[src/rtl/regfile_wb_arbiter.sv]
// Round-robin write-back arbiter that shares the register-file write port
// between the ALU path (A) and the load/mul-div path (B).
module regfile_wb_arbiter #(
    parameter int DATA_W = 32,
    parameter int ADDR_W = 5,
    parameter int CNT_W  = 8
) (
    input  logic              clock,
    input  logic              reset,
    input  logic              hold,
    input  logic              a_valid,
    input  logic [ADDR_W-1:0] a_reg,
    input  logic [DATA_W-1:0] a_data,
    output logic              a_ready,
    input  logic              b_valid,
    input  logic [ADDR_W-1:0] b_reg,
    input  logic [DATA_W-1:0] b_data,
    output logic              b_ready,
    output logic              RegWrite,
    output logic [ADDR_W-1:0] WriteReg,
    output logic [DATA_W-1:0] WriteData,
    output logic              last_grant,
    output logic [CNT_W-1:0]  conflict_cnt
);

    logic              grant_a;
    logic              grant_b;
    logic [ADDR_W-1:0] win_reg;
    logic [DATA_W-1:0] win_data;
    logic              last_grant_reg;
    logic              last_grant_next;
    logic [CNT_W-1:0]  cnt_reg;
    logic [CNT_W-1:0]  cnt_next;
    logic              reg_write_reg;
    logic [ADDR_W-1:0] write_reg_reg;
    logic [DATA_W-1:0] write_data_reg;

    // On contention the port that did not win last time is favoured.
    always_comb begin
        grant_a = 1'b0;
        grant_b = 1'b0;
        if (!reset && !hold) begin
            if (a_valid && (!b_valid || last_grant_reg)) begin
                grant_a = 1'b1;
            end else if (b_valid) begin
                grant_b = 1'b1;
            end
        end
    end

    always_comb begin
        win_reg         = grant_b ? b_reg : a_reg;
        win_data        = grant_b ? b_data : a_data;
        last_grant_next = last_grant_reg;
        if (grant_a) begin
            last_grant_next = 1'b0;
        end else if (grant_b) begin
            last_grant_next = 1'b1;
        end
        cnt_next = cnt_reg;
        if (a_valid && b_valid && !hold && !(&cnt_reg)) begin
            cnt_next = cnt_reg + 1'b1;
        end
    end

    always_ff @(posedge clock or posedge reset) begin
        if (reset) begin
            last_grant_reg <= 1'b1;
            cnt_reg        <= '0;
            reg_write_reg  <= 1'b0;
            write_reg_reg  <= '0;
            write_data_reg <= '0;
        end else begin
            last_grant_reg <= last_grant_next;
            cnt_reg        <= cnt_next;
            // Register-0 winners still handshake but never assert the write.
            if (grant_a || grant_b) begin
                reg_write_reg  <= (win_reg != '0);
                write_reg_reg  <= win_reg;
                write_data_reg <= win_data;
            end else begin
                reg_write_reg  <= 1'b0;
            end
        end
    end

    assign a_ready      = grant_a;
    assign b_ready      = grant_b;
    assign RegWrite     = reg_write_reg;
    assign WriteReg     = write_reg_reg;
    assign WriteData    = write_data_reg;
    assign last_grant   = last_grant_reg;
    assign conflict_cnt = cnt_reg;

endmodule

[config.mk]
export PLATFORM = sky130hd
export DESIGN_NAME = regfile_wb_arbiter
export DESIGN_NICKNAME = d
export VERILOG_FILES = /design/src/rtl/regfile_wb_arbiter.sv
export SDC_FILE = /design/constraint.sdc
export NUM_CORES = 1
export LEC_CHECK = 0
export ABC_AREA = 0
export CAP_MARGIN = 20
export CORE_ASPECT_RATIO = 1.25
export CORE_MARGIN = 4
export CORE_UTILIZATION = 35
export CTS_CLUSTER_DIAMETER = 200
export CTS_CLUSTER_SIZE = 30
export DETAILED_ROUTE_END_ITERATION = 10
export PLACE_DENSITY = 0.77
export SYNTH_ARGS = -nofsm -noshare
export SYNTH_HDL_FRONTEND = slang
export SYNTH_SLANG_ARGS = --single-unit
[constraint.sdc]
create_clock -name clock -period 1.71 [get_ports clock]
set_clock_uncertainty 0.1 [all_clocks]
set_input_delay 0.342 -clock clock [delete_from_list [all_inputs] [get_ports clock]]
set_output_delay 0.342 -clock clock [all_outputs]
set_load 0.01 [all_outputs]
==> results.yml <==
clock_tree:
  cts_max_level: 2
  clk_pin_slew_ns: 0.08
  cts_tree: "built"
  cts.path.max_buffers: 2
  root_buffer: "clkbuf_8"
  numClockSinks: 47
  cts_buffers: 5
  clk-insertion-delay-late_ns: 0.29
global_route:
  grt_usage: 0.1796
  grt_max_degree: 41
  busiest_layer: "met2"
  use_met3: 0.05302
  grt_antenna_before_repair: 0
  grt_use_met2: 0.3080
  grt_pass1_vias: 2280
  grt_pass1_wl_mm: 11.36
  grt_overflow: 0
  use_met1: 0.2167
synth:
  ys_seq_area_frac: 0.5095
  avgSynthCellArea_um2: 12.29
  synth_seq_cells: 47
  async_reset_ff_frac: 1.000
  ys.flop_type: "dfrtp_1"
  netlist_top_cells_count: "dfrtp_1 (46), nor3b_1 (37), a221o_1 (32)"
  synth_cell_type_count: 35
  yosys.area.top_type: "dfrtp_1"
  yosys-top-cells-area: "dfrtp_1 (50%), a221o_1 (14%), nor3b_1 (12%), o2111a_1 (2.4%), buf_2 (2.2%)"
  synth_area_um2: 2311
  yosysWarnings: 0
  synth.most_common_cell: "dfrtp_1"
  synth_nets: 268
  synth_edf_count: 0
  synth.top_cell.area_share: 0.4981
  synthCells: 188
hold_path:
  hp-class: "in -> async"
placement:
  port_buffers: 127
  placed_cells: 396
  dp_hpwl_mm: 5.077
  gp_congestion: 0.7780
sta:
  setup_viol: 0
  hold_viol: 0
  slew_violations: 0
  rsz0062_at_grt: "false"
  tightest_slew_ns: 0.4333
  max_slew_margin: 0.7112
  clock.fmax_ghz: 0.5975
  hold_ws_ns: 0.2575
  fin_crit_sh: 0.9787
  fin_crit_ns: 1.674
power_and_ir_drop:
  p_leak_nw: 1.695
  peakVddDrop_mv: 0.4664
  powerDensity_nw_per_um2: 911.8
worst_setup_path:
  rr_worst_depth: 4
  endpoint_kind: "flip-flop"
  cp_data_arrival_time_ns: 1.75
  cp_max_fo: 9
  rr_endpoint: "WriteData[16]$_DFFE_PP0P_"
  r2r_slack_ns: 0.09
  worst-setup-path-type: "in -> reg"
  setup.worst_path.start: "a_valid"
  required_ns: 1.79
  critPathLaunchType: "primary input"
  r2r_start: "last_grant$_DFFE_PP1P_"
job:
  max-cap-violations: 0
layout:
  fin_util: 0.6220
  largest_register_ffs: 32
  drive_gt1_frac: 0.1498
  multi_input_area_um2: 1026
  area_delta_synth_final_pct: 69.19
  layout.area.seq_um2: 1179
  fillers: 518
  antenna_cells: 0
  fin_nets: 406
  layoutNonFillerInstCount: 412
routing:
  wirelength_mm: 7.102
  drc: 0
  ant_nets: 0
  firstDrtPassIters: 4
  routedWlPerCell_um: 17.24
  drt_iter0_drc: 100
  via_per_inst: 5.328
  vias: 2195
floorplan:
  die_y_um: 98.85
  fp.dieW_um: 80.68
  num_rows: 32
  die_area_um2: 7975
  core_um2: 6286
  start_util: 0.3676
  pin_count: 128
status:
  status: "completed"
-- metal layers --
layer	vias up	wire length [µm]
met4	0	142
met2	98	3599
li1	1021	-
met3	13	591
met5	-	0
met1	1063	2768
-- worst max path at each step --
stage | slack [ns] | cells after the start | end
global route | 0.002 | 4 | b_ready
floorplan | 0.002 | 4 | conflict_cnt[1]$_DFFE_PP0P_
CTS | 0.0004 | 4 | b_ready
detailed placement | -0.65 | 4 | b_ready
finish | 0.04 | 5 | conflict_cnt[1]$_DFFE_PP0P_
global placement | -0.65 | 4 | b_ready
-- layout make-up --
type / count / share of cell area
Clock buffer: 8 / 0.02560
Inverter: 2 / 0.001920
Multi-Input combinational cell: 119 / 0.2624
Sequential cell: 47 / 0.3014
Tap cell: 85 / 0.02720
Timing Repair Buffer: 151 / 0.3814
-- through the flow --
step	setup TNS [ns]	power, W	area (µm²)	setup slack (ns)
6_report	0	0.003565	3910	0.03636
2_1_floorplan	0	0.002035	2311	0.001890
3_3_place_gp	-15.04	0.002812	3720	-0.6487
5_1_grt	0	0.003784	3910	0.001637
4_1_cts	0	0.003603	3866	0.0003814
3_5_place_dp	-16.03	0.002852	3720	-0.6505
-- layout by cell type, fill, tap and decap left out, types with 4 or more instances in the layout --
| master | netlist | layout |
|---|---|---|
| nor3b_1 | 37 | 37 |
| dlygate4sd2_1 | 0 | 7 |
| mux2_2 | 4 | 4 |
| buf_4 | 0 | 18 |
| clkbuf_8 | 0 | 7 |
| xnor2_1 | 4 | 4 |
| a211o_1 | 5 | 5 |
| clkdlybuf4s50_1 | 0 | 112 |
| dfrtp_1 | 46 | 45 |
| a221o_1 | 32 | 32 |
| dlymetal6s2s_1 | 0 | 6 |
| o2111a_1 | 5 | 5 |
-- power by group --
group | switching, W | total, W | internal, W
logic | 0.000526 | 0.00135 | 0.000827
registers | 0.000146 | 0.00149 | 0.00135
clock network | 0.000349 | 0.000718 | 0.000369
-- repair_timing --
action | CTS | global route
pin swaps | 0 | 3
buffers inserted | 6 | 2
endpoints found under the setup margin | 48 | 48
endpoints found under the hold margin | 0 | 0
hold buffers | 0 | 0
resized for setup | 22 | 12
-- critical path, stage by stage --
cell and delay (ns):
clkdlybuf4s50_1 0.47, buf_4 0.20, and3b_2 0.25, o21ai_1 0.13, mux2_2 0.35
-- cells by family (layout without fill, tap and decap cells) --
group                    count (synthesis)  count (layout)  share of synthesized area
flip-flops                              47              47                     0.5095
AND/OR/NAND/NOR                         59              59                     0.1846
buffers and inverters                   22             161                    0.05414
multiplexers                             4               4                    0.01949
AO/OA/AOI/OAI                           51              51                     0.2117
XOR/XNOR                                 4               4                    0.01516
adder cells (fa/ha/maj)                  1               1                   0.005413
No activity file was read; power rests on OpenSTA's default activity.
